$ cat config.mk
export PLATFORM = sky130hd
export DESIGN_NAME = evt_trigger_sequencer
export DESIGN_NICKNAME = d
export VERILOG_FILES = /design/src/rtl/evt_trigger_sequencer.sv
export SDC_FILE = /design/constraint.sdc
export NUM_CORES = 1
export LEC_CHECK = 0
export ABC_AREA = 1
export BUFFER_PORTS_ARGS = -buffer_cell sky130_fd_sc_hd__buf_4
export CAP_MARGIN = 20
export CORE_MARGIN = 3
export CORE_UTILIZATION = 35
export CTS_BUF_LIST = sky130_fd_sc_hd__clkbuf_16
export CTS_CLUSTER_SIZE = 28
export DETAILED_ROUTE_END_ITERATION = 8
export PLACE_DENSITY = 0.64
export SYNTH_ARGS = -nofsm -noshare
export SYNTH_HDL_FRONTEND = slang
export SYNTH_SLANG_ARGS = --single-unit
$ cat constraint.sdc
create_clock -name clk -period 2.25 [get_ports clk]
set_input_delay 0.45 -clock clk [delete_from_list [all_inputs] [get_ports clk]]
set_output_delay 0.45 -clock clk [all_outputs]
set_load 0.02 [all_outputs]
$ cat src/rtl/evt_trigger_sequencer.sv
// Event trigger sequencer: pulses evt[i] in index order after GAP idle cycles,
// collects each consumer's ack into a sticky vector and reports pass/fail.
module evt_trigger_sequencer #(
  parameter int NUM_EVT     = 2,
  parameter int GAP         = 2,
  parameter int ACK_TIMEOUT = 4
) (
  input  logic                       clk,
  input  logic                       rst,
  input  logic                       start,
  input  logic [NUM_EVT-1:0]         ack,
  output logic [NUM_EVT-1:0]         evt,
  output logic [NUM_EVT-1:0]         triggered,
  output logic                       busy,
  output logic                       done,
  output logic                       pass,
  output logic [$clog2(NUM_EVT):0]   fail_idx,
  output logic [15:0]                cyc
);

  localparam int FW = $clog2(NUM_EVT) + 1;
  localparam logic [FW-1:0] NO_FAIL  = {FW{1'b1}};
  localparam logic [FW-1:0] LAST_IDX = FW'(NUM_EVT - 1);
  localparam logic [7:0]    GAP_LD   = 8'(GAP);
  localparam logic [7:0]    TO_LD    = 8'(ACK_TIMEOUT);

  typedef enum logic [2:0] {
    S_IDLE   = 3'd0,
    S_GAP    = 3'd1,
    S_FIRE   = 3'd2,
    S_WAIT   = 3'd3,
    S_FINISH = 3'd4
  } state_t;

  state_t               state, state_nx;
  logic [FW-1:0]        idx, idx_nx;
  logic [7:0]           gap_cnt, gap_nx;
  logic [7:0]           to_cnt, to_nx;
  logic                 pend, pend_nx;
  logic [NUM_EVT-1:0]   evt_nx, trig_nx;
  logic                 busy_nx, done_nx, pass_nx;
  logic [FW-1:0]        fail_nx;
  logic [15:0]          cyc_nx;
  logic                 ack_cur, hit;
  logic [NUM_EVT-1:0]   spur_ge_vec, spur_gt_vec;

  function automatic logic [NUM_EVT-1:0] onehot(input logic [FW-1:0] i);
    logic [NUM_EVT-1:0] v;
    v = {NUM_EVT{1'b0}};
    for (int j = 0; j < NUM_EVT; j++) begin
      v[j] = (FW'(j) == i);
    end
    return v;
  endfunction

  // Lines at or above (incl=1) / strictly above (incl=0) the current index.
  function automatic logic [NUM_EVT-1:0] above_mask(input logic [FW-1:0] i, input logic incl);
    logic [NUM_EVT-1:0] m;
    m = {NUM_EVT{1'b0}};
    for (int j = 0; j < NUM_EVT; j++) begin
      m[j] = incl ? (FW'(j) >= i) : (FW'(j) > i);
    end
    return m;
  endfunction

  function automatic logic [FW-1:0] lowest_set(input logic [NUM_EVT-1:0] v);
    logic [FW-1:0] r;
    r = {FW{1'b0}};
    for (int j = NUM_EVT - 1; j >= 0; j--) begin
      if (v[j]) r = FW'(j);
      else      r = r;
    end
    return r;
  endfunction

  // Next-state, counter and registered-output computation.
  always_comb begin
    state_nx    = state;
    idx_nx      = idx;
    gap_nx      = gap_cnt;
    to_nx       = to_cnt;
    pend_nx     = pend;
    trig_nx     = triggered;
    pass_nx     = pass;
    fail_nx     = fail_idx;
    ack_cur     = |(ack & onehot(idx));
    hit         = ack_cur | pend;
    spur_ge_vec = ack & above_mask(idx, 1'b1);
    spur_gt_vec = ack & above_mask(idx, 1'b0);

    if (state != S_IDLE && cyc != 16'hFFFF) cyc_nx = cyc + 16'd1;
    else                                   cyc_nx = cyc;

    case (state)
      S_IDLE: begin
        if (start) begin
          trig_nx  = {NUM_EVT{1'b0}};
          pass_nx  = 1'b0;
          fail_nx  = NO_FAIL;
          idx_nx   = {FW{1'b0}};
          cyc_nx   = 16'd0;
          gap_nx   = GAP_LD;
          state_nx = S_GAP;
        end else begin
          state_nx = S_IDLE;
        end
      end
      S_GAP: begin
        gap_nx = gap_cnt - 8'd1;
        if (|spur_ge_vec) begin
          fail_nx  = lowest_set(spur_ge_vec);
          state_nx = S_FINISH;
        end else if (gap_cnt <= 8'd1) begin
          state_nx = S_FIRE;
        end else begin
          state_nx = S_GAP;
        end
      end
      S_FIRE: begin
        // A same-cycle consumer answers while evt is high; remember it.
        pend_nx  = ack_cur;
        to_nx    = TO_LD;
        state_nx = S_WAIT;
      end
      S_WAIT: begin
        pend_nx = 1'b0;
        if (hit) trig_nx = triggered | onehot(idx);
        else     trig_nx = triggered;
        if (|spur_gt_vec) begin
          fail_nx  = lowest_set(spur_gt_vec);
          state_nx = S_FINISH;
        end else if (hit) begin
          if (idx == LAST_IDX) begin
            pass_nx  = 1'b1;
            state_nx = S_FINISH;
          end else begin
            idx_nx   = idx + {{(FW-1){1'b0}}, 1'b1};
            gap_nx   = GAP_LD;
            state_nx = S_GAP;
          end
        end else if (to_cnt <= 8'd1) begin
          to_nx    = 8'd0;
          fail_nx  = idx;
          state_nx = S_FINISH;
        end else begin
          to_nx    = to_cnt - 8'd1;
          state_nx = S_WAIT;
        end
      end
      S_FINISH: begin
        state_nx = S_IDLE;
      end
      default: begin
        state_nx = S_IDLE;
      end
    endcase

    evt_nx  = (state_nx == S_FIRE) ? onehot(idx_nx) : {NUM_EVT{1'b0}};
    busy_nx = (state_nx == S_GAP) || (state_nx == S_FIRE) || (state_nx == S_WAIT);
    done_nx = (state_nx == S_FINISH);
  end

  // State and output registers with synchronous reset.
  always_ff @(posedge clk) begin
    if (rst) begin
      state     <= S_IDLE;
      idx       <= {FW{1'b0}};
      gap_cnt   <= 8'd0;
      to_cnt    <= 8'd0;
      pend      <= 1'b0;
      evt       <= {NUM_EVT{1'b0}};
      triggered <= {NUM_EVT{1'b0}};
      busy      <= 1'b0;
      done      <= 1'b0;
      pass      <= 1'b0;
      fail_idx  <= NO_FAIL;
      cyc       <= 16'd0;
    end else begin
      state     <= state_nx;
      idx       <= idx_nx;
      gap_cnt   <= gap_nx;
      to_cnt    <= to_nx;
      pend      <= pend_nx;
      evt       <= evt_nx;
      triggered <= trig_nx;
      busy      <= busy_nx;
      done      <= done_nx;
      pass      <= pass_nx;
      fail_idx  <= fail_nx;
      cyc       <= cyc_nx;
    end
  end

endmodule
==> results.md, run 1 <==
| Item | This run |
| --- | --- |
| Maximum number of pins on one net before global-route repair | 18 |
| Maximum number of buffers from clock root to sink | 2 |
| Vias in the first global route | 2152 |
| Violation count after the first detailed-route iteration | 99 |
| Number of antenna violations at the first check in global routing | 0 |
| Net Count, Synth | 388 |
| TritonCTS Buffers | 5 |
| Element type at the critical path start | flop |
| Depth of the worst register-to-register path | 10 |
| R2R Path End | cyc[6]$_SDFF_PP0_ |
| Combinational share of power | 18.5% |
| Sequential share of power | 45.4% |
| Hold worst-path end | pass$_SDFFE_PP0P_ |
| Launch instance of the worst register-to-register path | cyc[0]$_SDFF_PP0_ |
| Number of remaining DRC errors | 0 |
| Crit path required time | 2.48 ns |
| Global router's overall resource usage | 14.1% |
| Clock network power share | 36.1% |
| Setup repair bufs after CTS | 0 |
| Syn Inst Count | 378 |
| Vias after detailed routing | 2391 |
| Number of warnings issued by yosys | 0 |
| Outcome | complete, no violations |
| Hold WC Path Type | reg2reg |
| Endpoint kind of the worst setup timing path | flop |
| Antenna Nets Post-Route | 0 |
| Fraction of the core area covered by cells at the end of the flow | 44.0% |
| Setup TNS after final layout | 0 ns |
| Setup skew after layout | 0.00681 ns |
| Die Span Y | 92.6 um |
| Pwr Density | 648 mW/mm2 |
| Worst min-delay path startpoint | pass$_SDFFE_PP0P_ |
| Cell total after placement | 500 |
| Proportion of layout cells with a drive suffix above 1 | 20.4% |
| Port Buf Inserts | 29 |
| Top-level port count | 30 |
| Placed Instance Area | 0.00295 mm2 |
| Peak supply drop | 0.262 mV |
| Clock-pin transition on the worst setup and hold timing paths | 0.07 ns |
| Pleak | 1.30 nW |
| Floorplan die area | 0.00857 mm2 |
| Worst slack, placed | 0.625 ns |
| Crit-path max cell delay | 0.34 ns |
| Total number of H-tree levels | 2 |
| Per-instance average area after synthesis | 6.94 um2 |
| Floorplan Core Area | 0.00702 mm2 |
| Remaining Overflow, GRT | 0 |
| Switching component of the power | 0.588 mW |
| Setup repair after global routing missed its margin | false |
| Category of the most critical setup path | reg2reg |
| Count of instances resized after the clock tree is built | 0 |
| Maximum operating frequency | 609 MHz |
| Layout Cells excl Fill | 508 |
| Cell area after technology mapping | 0.00263 mm2 |
| Placed wire-length estimate after detailed placement | 4330 um |
| Slew of the pin with the lowest slew margin | 0.382 ns |
| Layout net count | 421 |
| Slew Viols, Final | 0 |
| Worst reg-to-reg setup slack | 0.61 ns |
| Placement row count | 30 |
| Post-route design area | 0.00309 mm2 |
| Slack of the critical path | 0.609 ns |
| Latest clock arrival within the worst-skew pair | 0.29 ns |
| CTS sink cnt | 47 |
| Synth-to-layout area growth | 17.6% |
| Slew margin rel. | 74.5% |
| Hold-fix buffers, CTS | 0 |
| Crit path cell chain | ha_1 -> nand2_1 -> nor2_2 -> nand2_2 -> nor2_4 -> nor2_4 -> nand3b_1 -> nand2_1 -> nand2_1 -> nor2_1 |
| Via density per instance | 4.71 |
| Max-cap violations | 0 |
| Sequential area share after synthesis | 35.8% |
| Instance count along the most critical hold path | 2 |
| Routed wire length per instance | 11.2 um |
| Final min period | 1.64 ns |
| Total of flip-flops plus latches after synthesis | 47 |
| Crit path DAT | 1.88 ns |
| Master cell of the clock root buffer | sky130_fd_sc_hd__clkbuf_16 |
| Total of endpoints with negative setup slack in the final report | 0 |
| Routed wire length | 5690 um |
| Net switching fraction of the power | 29.3% |
| Die W | 92.6 um |
| Post-synthesis cell type count | 38 |
| Last weighted congestion value of the routability-driven placer | 0.908 |
| TritonCTS clock tree | done |
| Starting Density | 37.4% |
| Critical Path Most Common Cell | sky130_fd_sc_hd__nand2_1 |
| Fin crit share | 72.9% |
| ANT cells | 0 |
| Critical Path Slowest Stage Cell | sky130_fd_sc_hd__dfxtp_1 |
| DRT Pass-1 Iters | 4 |
| Global-route wire length before repair | 9780 um |
| CP Max Fanout | 15 |
| Internal cell power | 1.41 mW |
| Number of hold violations in the final report | 0 |
power by group through the flow:
stage	Clock (mW)	Combinational (mW)	Sequential (mW)
floorplan	0	0.261	0.944
global placement	0	0.368	0.927
detailed placement	0	0.371	0.929
CTS	0.744	0.372	0.910
global route	0.784	0.415	0.916
finish	0.723	0.370	0.910
final cells by class:
class,instances,area [um2]
clock inverter,3,16.3
timing repair buffer,30,225
clock buffer,5,125
inverter,45,174
fill,745,3930
tap,96,120
sequential,47,941
multi-input combinational,282,1490
sequential cells by signal (all words and copies together), names as in the netlist, 2 cells and up:
| name | cells |
|---|---|
| triggered | 2 |
| to_cnt | 8 |
| state | 3 |
| cyc | 16 |
| evt | 2 |
| fail_idx | 2 |
| gap_cnt | 8 |
| idx | 2 |
placed cells by master, fill, tap and decap left out, types with 9 or more instances in the layout:
cell type / n
sky130_fd_sc_hd__nor2_2: 11
sky130_fd_sc_hd__nor2_1: 60
sky130_fd_sc_hd__o21ai_0: 12
sky130_fd_sc_hd__nand2_2: 9
sky130_fd_sc_hd__dfxtp_1: 47
sky130_fd_sc_hd__nand2_1: 83
sky130_fd_sc_hd__nand3_1: 25
sky130_fd_sc_hd__buf_4: 30
sky130_fd_sc_hd__inv_1: 39
sky130_fd_sc_hd__a21oi_1: 25
stage by stage:
| step | hold WS, ns | total power [mW] |
|---|---|---|
| finish | 0.463 | 2.00 |
| global route | 0.498 | 2.12 |
| CTS | 0.460 | 2.03 |
| detailed placement | 0.448 | 1.30 |
| global placement | 0.444 | 1.29 |
| floorplan | 0.458 | 1.21 |
cell usage after synthesis:
cell                       number  area (um2)
sky130_fd_sc_hd__buf_6          1        11.3
sky130_fd_sc_hd__a211oi_2       1        12.5
sky130_fd_sc_hd__a31o_2         2        17.5
sky130_fd_sc_hd__nand3b_4       1        20.0
sky130_fd_sc_hd__nor2_1        60         225
sky130_fd_sc_hd__nor2_4         2        22.5
sky130_fd_sc_hd__nand2_1       83         312
sky130_fd_sc_hd__nand2_4        3        33.8
sky130_fd_sc_hd__inv_4          2        12.5
sky130_fd_sc_hd__nand2_2        9        56.3
sky130_fd_sc_hd__a31oi_1        1        6.26
sky130_fd_sc_hd__ha_1           5        62.6
sky130_fd_sc_hd__o21ai_2        1        8.76
sky130_fd_sc_hd__nand3b_1       2        15.0
sky130_fd_sc_hd__nor3_1         6        30.0
sky130_fd_sc_hd__inv_2          5        18.8
sky130_fd_sc_hd__inv_1         38         143
sky130_fd_sc_hd__and3_1         1        6.26
sky130_fd_sc_hd__o21ai_4        2        32.5
sky130_fd_sc_hd__o22ai_1        1        6.26
sky130_fd_sc_hd__nand3_1       25         125
sky130_fd_sc_hd__a21oi_2        1        8.76
sky130_fd_sc_hd__dfxtp_1       47         941
sky130_fd_sc_hd__clkbuf_1       2        7.51
sky130_fd_sc_hd__a21oi_1       25         125
sky130_fd_sc_hd__xor2_1         7        61.3
sky130_fd_sc_hd__nor3b_2        1        12.5
sky130_fd_sc_hd__or2_2          1        6.26
sky130_fd_sc_hd__o21bai_1       1        7.51
sky130_fd_sc_hd__nor2_2        11        68.8
sky130_fd_sc_hd__nand4_1        8        50.1
sky130_fd_sc_hd__nor3b_1        1        7.51
sky130_fd_sc_hd__nor2_8         1        20.0
sky130_fd_sc_hd__nand3_2        3        30.0
sky130_fd_sc_hd__o21ai_1        4        20.0
sky130_fd_sc_hd__buf_2          1        5.00
sky130_fd_sc_hd__nor3_4         1        16.3
sky130_fd_sc_hd__o21ai_0       12        60.1
how the worst max path moves through the flow:
stage	start	endpoint	slack (ns)	cells after the start
finish	cyc[0]$_SDFF_PP0_	cyc[6]$_SDFF_PP0_	0.61	10
global route	cyc[0]$_SDFF_PP0_	cyc[6]$_SDFF_PP0_	0.45	10
CTS	cyc[0]$_SDFF_PP0_	cyc[6]$_SDFF_PP0_	0.61	10
detailed placement	cyc[0]$_SDFF_PP0_	cyc[6]$_SDFF_PP0_	0.62	10
global placement	cyc[0]$_SDFF_PP0_	cyc[2]$_SDFF_PP0_	0.67	9
floorplan	cyc[0]$_SDFF_PP0_	cyc[13]$_SDFF_PP0_	0.62	11
kinds of logic (layout without fill, tap and decap cells):
family,after synthesis,count (layout),synth area share (%)
AO/OA/AOI/OAI,51,51,11.6
adder cells (fa/ha/maj),5,5,2.38
XOR/XNOR,7,7,2.34
AND/OR/NAND/NOR,219,219,40.3
flip-flops,47,47,35.8
buffers and inverters,49,83,7.53
per-layer routing:
layer | wire [um] | share of wire (%) | vias to the layer above | global-route usage, %
li1 | - | - | 1279 | -
met1 | 2790 | 49 | 1072 | 18.5
met2 | 2600 | 46 | 35 | 22.5
met3 | 229 | 4.0 | 5 | 3.25
met4 | 79 | 1.4 | 0 | 5.20
met5 | 0 | 0 | - | 0
worst max-delay path: cells and delay by family, from the launching register on:
family | cells | cell delay [ns]
and+or+nand+nor | 9 | 1.04
DFF | 1 | 0.34
adders and majority gates | 1 | 0.21
(Power assumes the default switching activity.)
==> run 2, diff against run 1 <==
--- a/config.mk
+++ b/config.mk
@@ -5,7 +5,7 @@
 export SDC_FILE = /design/constraint.sdc
 export NUM_CORES = 1
 export LEC_CHECK = 0
-export ABC_AREA = 1
+export ABC_AREA = 0
 export BUFFER_PORTS_ARGS = -buffer_cell sky130_fd_sc_hd__buf_4
 export CAP_MARGIN = 20
 export CORE_MARGIN = 3
@@ -13,7 +13,7 @@
 export CTS_BUF_LIST = sky130_fd_sc_hd__clkbuf_16
 export CTS_CLUSTER_SIZE = 28
 export DETAILED_ROUTE_END_ITERATION = 8
-export PLACE_DENSITY = 0.64
+export PLACE_DENSITY = 0.67
 export SYNTH_ARGS = -nofsm -noshare
 export SYNTH_HDL_FRONTEND = slang
 export SYNTH_SLANG_ARGS = --single-unit
==> constraint.sdc (replaced) <==
create_clock -name clk -period 1.5 [get_ports clk]
set_input_delay 0.3 -clock clk [delete_from_list [all_inputs] [get_ports clk]]
set_output_delay 0.3 -clock clk [all_outputs]
set_load 0.02 [all_outputs]
==> run 2 against run 1 <==
  * Register-to-register slack got worse by 0.94 ns
  * Critical endpoint is now evt[1]$_SDFF_PP0_
  * Largest power group unchanged
  * Highest routed layer unchanged
  * Maximum frequency fell by 10%
  * Count of clock-buffer cells in the layout did not move
  * Via count rose by 5.2%
  * The flow now finishes with violations (setup timing)
  * Combinational power rose by 73%
  * First-iteration DRC count fell by 12%
==> results.md, run 2 <==
| Item | This run | vs previous |
| --- | --- | --- |
| Setup repair after global routing missed its margin | true |  |
| Starting Density | 36.9% | -0.47 points |
| Placement row count | 29 | -3.3% |
| Number of antenna violations at the first check in global routing | 0 | unchanged |
| Fill cell count | 541 | -27% |
| Top flop regs | cyc x16, gap_cnt x8, to_cnt x8 |  |
| Total of endpoints with negative setup slack in the final report | 21 | +21 |
| Slew Viols, Final | 0 | unchanged |
| Antenna Nets Post-Route | 0 | unchanged |
| Final min period | 1.83 ns | +0.189 ns |
| Total of flip-flops plus latches after synthesis | 47 | unchanged |
| Global-route wire length before repair | 11200 um | +14% |
| Syn Inst Count | 286 | -24% |
| CTS sink cnt | 47 | unchanged |
| Global router's overall resource usage | 17.9% | +3.8 points |
| Crit-path max cell delay | 0.54 ns | +0.20 ns |
| Slew margin rel. | 74.3% | -0.17 points |
| Setup skew after layout | 0.00827 ns | +0.00146 ns |
| Hold WC Path Type | in2reg |  |
| Maximum number of pins on one net before global-route repair | 20 | +2 |
| EDFF count, synth | 0 | unchanged |
| Element type at the critical path start | flop |  |
| Cell total after placement | 462 | -7.6% |
| Largest delay contributor family on the critical path | simple AND/OR/NAND/NOR gates |  |
| Master cell of the clock root buffer | sky130_fd_sc_hd__clkbuf_16 |  |
| Setup TNS after final layout | -4.80 ns | -4.80 ns |
| Proportion of layout cells with a drive suffix above 1 | 50.0% | +30 points |
| Top cells by area, synth | sky130_fd_sc_hd__dfxtp_1 (39%), sky130_fd_sc_hd__nor2_1 (6.9%), sky130_fd_sc_hd__a21oi_1 (4.2%) |  |
| Number of hold violations in the final report | 0 | unchanged |
| Synth cell count leaders | sky130_fd_sc_hd__dfxtp_1 (47), sky130_fd_sc_hd__nor2_1 (44), sky130_fd_sc_hd__a21oi_1 (20) |  |
| CP Max Fanout | 4 | -11 |
| Synth Area in Adders | 2.61% | +0.23 points |
| Pleak | 1.55 nW | +19% |
| Outcome | finished, violations left |  |
| Violations in the final reports | setup timing |  |
| Violation count after the first detailed-route iteration | 87 | -12% |
| Leading cell types in the layout, fill and taps excluded | sky130_fd_sc_hd__buf_4 (111), sky130_fd_sc_hd__nor2_1 (39), sky130_fd_sc_hd__dfxtp_1 (32), sky130_fd_sc_hd__a21oi_1 (16), sky130_fd_sc_hd__nand2_1 (12) |  |
| Number of warnings issued by yosys | 0 | unchanged |
| Via density per instance | 5.30 | +13% |
| Xor/xnor cell area share of the yosys netlist | 7.30% | +5.0 points |
| Last weighted congestion value of the routability-driven placer | 0.881 | -3.0% |
| Count leader, synth | sky130_fd_sc_hd__dfxtp_1 |  |
| Routed wire length | 6960 um | +22% |
| Cell area after technology mapping | 0.00240 mm2 | -8.6% |
| Sequential area share after synthesis | 39.2% | +3.4 points |
| Die Span Y | 88.8 um | -4.1% |
| Share of async-settable or async-resettable flops after synthesis | 0% | unchanged |
| Maximum operating frequency | 546 MHz | -10% |
| Layout net count | 407 | -3.3% |
| Slew of the pin with the lowest slew margin | 0.384 ns | +0.00203 ns |
| Most common cell after layout, fill and taps aside | sky130_fd_sc_hd__buf_4 |  |
| Crit path cell chain | or4_4 -> nor4_4 -> o311ai_1 -> nor4_1 -> and2_1 |  |
| Endpoint kind of the worst setup timing path | flop |  |
| Per-instance average area after synthesis | 8.39 um2 | +21% |
| Category of the most critical setup path | reg2reg |  |
| Vias after detailed routing | 2516 | +5.2% |
| Slack of the critical path | -0.330 ns | -0.939 ns |
| Max-cap violations | 0 | unchanged |
| Pwr Density | 800 mW/mm2 | +23% |
| Port Buf Inserts | 29 | unchanged |
| Vias in the first global route | 2482 | +15% |
| Total number of H-tree levels | 2 | unchanged |
| Layout Cells excl Fill | 475 | -6.5% |
| Placed wire-length estimate after detailed placement | 5070 um | +17% |
| Post-synthesis cell type count | 55 | +45% |
| Top-level port count | 30 | unchanged |
| DRT Pass-1 Iters | 4 | unchanged |
| Fraction of the core area covered by cells at the end of the flow | 59.1% | +15 points |
| Peak supply drop | 0.486 mV | +85% |
| Die W | 88.8 um | -4.1% |
| Primary flip-flop cell chosen by synthesis mapping | sky130_fd_sc_hd__dfxtp_1 |  |
| Crit path required time | 1.74 ns | -0.74 ns |
| Remaining Overflow, GRT | 0 | unchanged |
| ANT cells | 0 | unchanged |
| Area fraction in and, or, nand and nor cells after synthesis | 26.3% | -14 points |
| Largest area contributor in the synthesized netlist | sky130_fd_sc_hd__dfxtp_1 |  |
| Top reg by flops | cyc |  |
| Portion of synthesized cell area occupied by the leading cell type | 39.2% | +3.4 points |
| Crit path DAT | 2.07 ns | +0.19 ns |
| Critical Path Slowest Stage Cell | sky130_fd_sc_hd__or4_4 |  |
| Share of the synthesized area in compound gates (AO/OA/AOI/OAI) | 20.1% | +8.5 points |
| Synth-to-layout area growth | 60.1% |  |
| Maximum number of buffers from clock root to sink | 2 | unchanged |
| Largest family of logic cells by synthesized area | simple AND/OR/NAND/NOR gates |  |
| Floorplan Core Area | 0.00649 mm2 | -7.5% |
| TritonCTS Buffers | 5 | unchanged |
| TritonCTS clock tree | done |  |
| Net Count, Synth | 296 | -24% |
| Fin crit share | 122% | +49 points |
| Latest clock arrival within the worst-skew pair | 0.29 ns | about the same |
| Worst slack, placed | -0.296 ns | -0.921 ns |
| Clock-pin transition on the worst setup and hold timing paths | 0.07 ns | about the same |
| Worst reg-to-reg setup slack | -0.33 ns | -0.94 ns |
| Number of remaining DRC errors | 0 | unchanged |
| Largest register FFs | 16 | unchanged |
| WP buf/inv | 0 | unchanged |
| Final hold slack | 0.363 ns | -0.100 ns |
| Routed wire length per instance | 14.7 um | +31% |
| Hold-fix buffers, CTS | 0 | unchanged |
| Multiplexer share of the synthesized area | 0.887% | +0.89 points |
| Floorplan die area | 0.00788 mm2 | -8.1% |
## run 2: stage by stage
step	area (um2)	power, mW
2_1_floorplan	2510	1.64
3_3_place_gp	3400	1.88
3_5_place_dp	3400	1.89
4_1_cts	3640	3.05
5_1_grt	3840	3.22
6_report	3840	3.07
## run 2: timing repair
action	in CTS	in global routing
buffers inserted	2	4
setup endpoints to repair	44	46
pin swaps	5	14
gates cloned	0	0
gates resized for setup	17	42
## run 2: worst min-delay path: stages
cell and delay (ns):
sky130_fd_sc_hd__buf_4 0.09, sky130_fd_sc_hd__or4_1 0.11, sky130_fd_sc_hd__o32a_2 0.13
## run 2: routing by layer
| layer | up-vias | share of wire [%] | global-route usage [%] |
|---|---|---|---|
| met3 | 10 | 4.1 | 3.17 |
| met4 | 0 | 1.5 | 5.49 |
| met2 | 61 | 49 | 31.4 |
| li1 | 1259 | - | - |
| met5 | - | 0 | 0 |
| met1 | 1186 | 45 | 22.1 |
## run 2: logic make-up (layout without fill, tap and decap cells)
family,count (synthesis),in the layout
adder cells (fa/ha/maj),5,5
XOR/XNOR,20,20
buffers and inverters,22,134
AND/OR/NAND/NOR,119,119
multiplexers,2,2
flip-flops,47,47
AO/OA/AOI/OAI,71,71
## run 2: area by class of cell
cell class	instances	area (um2)	share of cell area (%)
clock buffers	5	125	3.26
clock inverters	3	23.8	0.619
inverters	10	41.3	1.08
multi-input cells	217	1680	43.8
flip-flops and latches	47	972	25.3
well taps	77	96.3	2.51
repair buffers	116	898	23.4
## run 2: power breakdown
group | internal (mW) | total, mW | leakage [nW] | switching (mW)
sequential | 1.28 | 1.31 | 0.389 | 0.0310
clock | 0.623 | 1.12 | 0.0664 | 0.494
combinational | 0.328 | 0.641 | 1.10 | 0.313
## run 2: path summary, 6_finish.rpt
| check | from | to | depth (start not counted) |
|---|---|---|---|
| max | to_cnt[5]$_SDFFE_PP0P_ | evt[1]$_SDFF_PP0_ | 5 |
| min | rst | fail_idx[0]$_SDFFE_PP1P_ | 3 |
| max reg2reg | to_cnt[5]$_SDFFE_PP0P_ | evt[1]$_SDFF_PP0_ | 5 |
| min reg2reg | triggered[0]$_SDFFE_PP0P_ | triggered[0]$_SDFFE_PP0P_ | 2 |
